File: config.mk
export PLATFORM = sky130hd
export DESIGN_NAME = oka_15bit_seq
export DESIGN_NICKNAME = d
export VERILOG_FILES = /design/src/rtl/oka_pkg.sv /design/src/rtl/oka_8bit.sv /design/src/rtl/oka_15bit_seq.sv
export SDC_FILE = /design/constraint.sdc
export NUM_CORES = 1
export LEC_CHECK = 0
export BUFFER_PORTS_ARGS = -buffer_cell sky130_fd_sc_hd__buf_4
export CAP_MARGIN = 20
export CORE_UTILIZATION = 53
export DETAILED_ROUTE_END_ITERATION = 10
export PLACE_DENSITY = 0.77
export SLEW_MARGIN = 20
export SYNTH_ARGS = -nofsm -noshare
export SYNTH_HDL_FRONTEND = slang
export SYNTH_SLANG_ARGS = --single-unit
File: constraint.sdc
create_clock -name clk -period 2.4 [get_ports clk]
set_clock_uncertainty 0.05 [all_clocks]
set_input_delay 0.12 -clock clk [delete_from_list [all_inputs] [get_ports clk]]
set_output_delay 0.12 -clock clk [all_outputs]
set_load 0.005 [all_outputs]
File: src/rtl/oka_pkg.sv
// Shared types and helpers for the sequenced OKA multipliers.
// Even/odd splitting and small carry-less products over GF(2).
package oka_pkg;

    localparam int OKA15_N    = 15;
    localparam int OKA15_HALF = 8;

    typedef enum logic [2:0] {
        IDLE,
        MUL_E,
        MUL_O,
        MUL_M,
        DONE
    } oka_state_e;

    // Coefficients of x^0, x^2, ... packed into consecutive bits.
    function automatic logic [OKA15_HALF-1:0] even_bits(
        input logic [OKA15_N-1:0] v
    );
        logic [OKA15_HALF-1:0] r;
        r = '0;
        for (int i = 0; i < OKA15_HALF; i++) begin
            r[i] = v[2*i];
        end
        return r;
    endfunction

    function automatic logic [OKA15_HALF-1:0] odd_bits(
        input logic [OKA15_N-1:0] v
    );
        logic [OKA15_HALF-1:0] r;
        r = '0;
        for (int i = 0; i < OKA15_HALF - 1; i++) begin
            r[i] = v[2*i+1];
        end
        return r;
    endfunction

    function automatic logic [6:0] clmul4(
        input logic [3:0] x,
        input logic [3:0] y
    );
        logic [6:0] r;
        r = '0;
        for (int i = 0; i < 4; i++) begin
            if (x[i]) begin
                r = r ^ (7'(y) << i);
            end
        end
        return r;
    endfunction

endpackage

File: src/rtl/oka_8bit.sv
// 8x8 carry-less multiplier, one Karatsuba level over 4-bit halves.
// Purely combinational; 15-bit product.
module oka_8bit
    import oka_pkg::*;
(
    input  logic [7:0]  a,
    input  logic [7:0]  b,
    output logic [14:0] p
);

    logic [6:0] pl;
    logic [6:0] ph;
    logic [6:0] pm;
    logic [6:0] mid;

    always_comb begin
        pl  = clmul4(a[3:0], b[3:0]);
        ph  = clmul4(a[7:4], b[7:4]);
        pm  = clmul4(a[3:0] ^ a[7:4], b[3:0] ^ b[7:4]);
        mid = pm ^ pl ^ ph;
        p   = {ph, 8'h00}
            ^ {4'h0, mid, 4'h0}
            ^ {8'h00, pl};
    end

endmodule

File: src/rtl/oka_15bit_seq.sv
// 15x15 carry-less multiplier sharing one 8-bit core over three cycles.
// Even/odd split: a = ae(x^2) + x*ao(x^2), same for b.
module oka_15bit_seq
    import oka_pkg::*;
#(
    parameter int N = OKA15_N
) (
    input  logic           clk,
    input  logic           rst_n,
    input  logic           in_valid,
    output logic           in_ready,
    input  logic [N-1:0]   a,
    input  logic [N-1:0]   b,
    output logic           out_valid,
    input  logic           out_ready,
    output logic [2*N-2:0] y,
    output logic           busy
);

    localparam int HALF = (N + 1) / 2;

    oka_state_e state;

    logic [N-1:0]      a_q;
    logic [N-1:0]      b_q;
    logic [2*HALF-2:0] pe_q;
    logic [2*HALF-2:0] po_q;

    logic [HALF-1:0]   core_a;
    logic [HALF-1:0]   core_b;
    logic [2*HALF-2:0] pm;
    logic [2*HALF-2:0] pmid;
    logic [2*N-2:0]    y_next;
    logic              unused_hi;

    // Core inputs follow state only; idle states feed zeros.
    always_comb begin
        core_a = '0;
        core_b = '0;
        unique case (state)
            MUL_E: begin
                core_a = even_bits(a_q);
                core_b = even_bits(b_q);
            end
            MUL_O: begin
                core_a = odd_bits(a_q);
                core_b = odd_bits(b_q);
            end
            MUL_M: begin
                core_a = even_bits(a_q) ^ odd_bits(a_q);
                core_b = even_bits(b_q) ^ odd_bits(b_q);
            end
            default: begin
                core_a = '0;
                core_b = '0;
            end
        endcase
    end

    oka_8bit u_core (
        .a (core_a),
        .b (core_b),
        .p (pm)
    );

    // Even output bits from pe/po, odd bits from the Karatsuba middle term.
    always_comb begin
        pmid      = pm ^ pe_q ^ po_q;
        y_next    = '0;
        y_next[0] = pe_q[0];
        for (int k = 1; k < HALF * 2 - 1; k++) begin
            y_next[2*k] = pe_q[k] ^ po_q[k-1];
        end
        for (int k = 0; k < HALF * 2 - 2; k++) begin
            y_next[2*k+1] = pmid[k];
        end
        unused_hi = pmid[2*HALF-2] ^ po_q[2*HALF-2];
    end

    always_ff @(posedge clk) begin
        if (!rst_n) begin
            state     <= IDLE;
            in_ready  <= 1'b1;
            out_valid <= 1'b0;
            busy      <= 1'b0;
            y         <= '0;
            a_q       <= '0;
            b_q       <= '0;
            pe_q      <= '0;
            po_q      <= '0;
        end else begin
            unique case (state)
                IDLE: begin
                    if (in_valid) begin
                        a_q      <= a;
                        b_q      <= b;
                        in_ready <= 1'b0;
                        busy     <= 1'b1;
                        state    <= MUL_E;
                    end
                end
                MUL_E: begin
                    pe_q  <= pm;
                    state <= MUL_O;
                end
                MUL_O: begin
                    po_q  <= pm;
                    state <= MUL_M;
                end
                MUL_M: begin
                    y         <= y_next;
                    out_valid <= 1'b1;
                    state     <= DONE;
                end
                DONE: begin
                    if (out_ready) begin
                        out_valid <= 1'b0;
                        in_ready  <= 1'b1;
                        busy      <= 1'b0;
                        state     <= IDLE;
                    end
                end
                default: begin
                    state <= IDLE;
                end
            endcase
        end
    end

endmodule

==> results.json <==
{
  "status": "finished, violations left",
  "failed_checks": "setup timing",
  "post-route-drc-count": 0,
  "ys_types": 46,
  "overflow": 0,
  "num_antenna_cells": 0,
  "timing.final.setup_violations": 12,
  "cts_tree": "built",
  "maxSlewHeadroom_pct": 71.0,
  "max-cap-violations": 0,
  "clk_pin_slew_worst_paths_ns": 0.10,
  "path_depth": 10,
  "critical_path.max_stage_delay_ns": 0.41,
  "rrSetupSlack_ns": -0.1,
  "grt_pass1_vias": 4631,
  "reg2regPathDepth": 10,
  "nNetsFinal": 781,
  "p_per_area_nw_per_um2": 513,
  "syn_inst": 601,
  "gp_congestion": 0.853,
  "crit_chain": "buf_12, nand2_1, xnor2_4, buf_4, nor3_2, xnor3_2, xor2_2, xnor3_2, xnor2_2, a21oi_1",
  "critical_path_required_ns": 2.63,
  "report.power.total_mw": 3.68,
  "rsz0062_at_grt": "true",
  "final_common_cell": "buf_4",
  "synth_top_cells_by_area": "dfxtp_1, xnor2_1, nand2_1, a21oi_1, a211oi_1",
  "maxClockFrequency_ghz": 0.400,
  "drt_wl_total_mm": 13.9,
  "grt_pass1_wl_mm": 22.0,
  "arrival_ns": 2.73,
  "reg2reg_to": "y[13]",
  "die_area_sq_um": 10300,
  "whs_endpoint": "a_q[11]",
  "antenna_found_initial": 0,
  "clk_latency_ns": 0.40,
  "drive_gt1_share_pct": 33.2,
  "gr-usage-all-layers_pct": 27.6,
  "syn_avg_cell_area_sq_um": 8.76,
  "grt_max_degree": 48,
  "rows": 36,
  "ys_warn_count": 0,
  "min_period_ns": 2.50,
  "firstDrtPassIters": 5,
  "final_util_pct": 74.1,
  "fin_ws_ns": -0.0980,
  "hold_viol_final": 0,
  "ys_ff_latch": 94,
  "synth_top_area_share_pct": 35.7,
  "post_drt_wl_per_cell_um": 15.7,
  "p_leak_nw": 2.83,
  "syn_to_final_growth_pct": 36.3,
  "via_per_inst": 5.41,
  "crit_type": "reg -> reg",
  "worst_pin_slew_ns": 0.434,
  "clock_sinks": 94,
  "ys_seq_area_share_pct": 35.7,
  "drt_iter0_markers": 301,
  "io_pins": 66,
  "ir_drop_uv": 369,
  "fp.dieW_um": 102,
  "io_buffers": 65,
  "hp-start": "a_q[11]",
  "hpwl_mm": 9.15,
  "n_fill_cell": 651,
  "min_path_type": "reg -> reg",
  "syn_area_sq_um": 5270,
  "rr_startpoint": "state[0]",
  "crit_buf_inv": 2,
  "die_height_um": 102,
  "cts_root_buf": "clkbuf_8",
  "cp_common_cell": "xnor3_2",
  "start_util_pct": 54.4,
  "fin_crit_sh_pct": 104,
  "synth_top_cell_by_area": "dfxtp_1",
  "core_area_sq_um": 9680,
  "clock_path_buffers": 2,
  "start_kind": "register",
  "slowest_stage": "dfxtp_4",
  "slew_violations": 0,
  "ctsHtreeMaxLevel": 3,
  "synthFlopType": "dfxtp_1",
  "syn_nets": 635,
  "synth_edf_count": 0,
  "synth-async-reset-ratio_pct": 0,
  "path_max_fanout": 5,
  "vias": 4785,
  "crit_family": "XOR/XNOR gates",
  "numCtsBuffers": 9,
  "holdPathStages": 2,
  "crit_path_end_kind": "register",
  "final_cell_mix": "buf_4, nand2_1, dfxtp_1",
  "ant_nets": 0
}
## flip-flops by register name, indices dropped and copies added (netlist names)
| signal | count |
|---|---|
| a_q | 15 |
| b_q | 15 |
| busy | 1 |
| in_ready | 1 |
| out_valid | 1 |
| pe_q | 15 |
| po_q | 14 |
| state | 3 |
| y | 29 |
## where the power goes
part	switching [mW]	total (mW)	internal (mW)	leakage [nW]
Combinational	0.442	0.879	0.437	1.98
Clock	0.644	1.04	0.394	0.0890
Sequential	0.102	1.76	1.66	0.767
Total	1.19	3.68	2.49	2.83
## Yosys cell counts (6+ instances only)
library cell,number
nand2_1,108
dfxtp_1,94
a21oi_1,58
nor2_1,52
xnor2_1,49
a211oi_1,30
clkbuf_1,28
nor3_1,24
xor2_1,21
o21ai_0,16
nand2_4,13
buf_2,8
nor3b_1,8
xnor2_4,8
nand3_1,7
xnor2_2,7
nor3_2,6
o22ai_1,6
## metrics by stage
stage / setup TNS (ns) / std cells / area (sq um) / hold slack [ns] / worst slack (ns)
2_1_floorplan: 0 / 601 / 5270 / 0.206 / 0.0454
5_1_grt: -1.77 / 885 / 7180 / 0.428 / -0.198
4_1_cts: -0.203 / 878 / 7010 / 0.416 / -0.0686
6_report: -0.601 / 885 / 7180 / 0.414 / -0.0980
3_3_place_gp: -5.46 / 822 / 6230 / 0.315 / -0.397
3_5_place_dp: -7.56 / 822 / 6230 / 0.325 / -0.467
## layer usage
layer  wire, um  vias up  track usage [%]
met5          0        -                0
met2       7170      133             48.3
met3        703       26             5.66
li1           -     2325                -
met4        315        0             12.7
met1       5730     2301             32.4
## final cells by class
type | count | area, sq um | area share [%]
clock buffers | 10 | 128 | 1.78
well taps | 133 | 166 | 2.32
flip-flops and latches | 94 | 1890 | 26.3
clock inverters | 6 | 53.8 | 0.750
multi-input cells | 465 | 3460 | 48.2
inverters | 2 | 7.51 | 0.105
repair buffers | 175 | 1470 | 20.5
## repair_timing
item,in CTS,in global routing
buffers inserted,7,7
gates resized for setup,40,23
setup endpoints to repair,27,24
pin swaps,9,8
hold buffers,33,0
endpoints found under the hold margin,37,0
## logic make-up (layout without fill, tap and decap cells)
kind of cell,Yosys count,after routing,share of synthesized area (%)
xor gates and xnor gates,96,96,22.9
and+or+nand+nor,246,246,23.5
AOI/OAI and AO/OA,123,123,14.1
buffers and inverters,42,193,3.85
DFF,94,94,35.7
## worst min-delay path: stages (launching register included)
cell and delay, ns:
dfxtp_1 0.32, nand2_1 0.05, a21oi_1 0.05
## worst max-delay path by stage
stage | to | slack, ns | start
floorplan | y[17] | 0.05 | state[1]
global placement | y[15] | -0.40 | state[0]
detailed placement | y[17] | -0.47 | state[0]
CTS | y[17] | -0.07 | state[0]
global route | y[15] | -0.20 | state[0]
finish | y[13] | -0.1 | state[0]
Note: power is estimated with default switching activity, not from simulation.
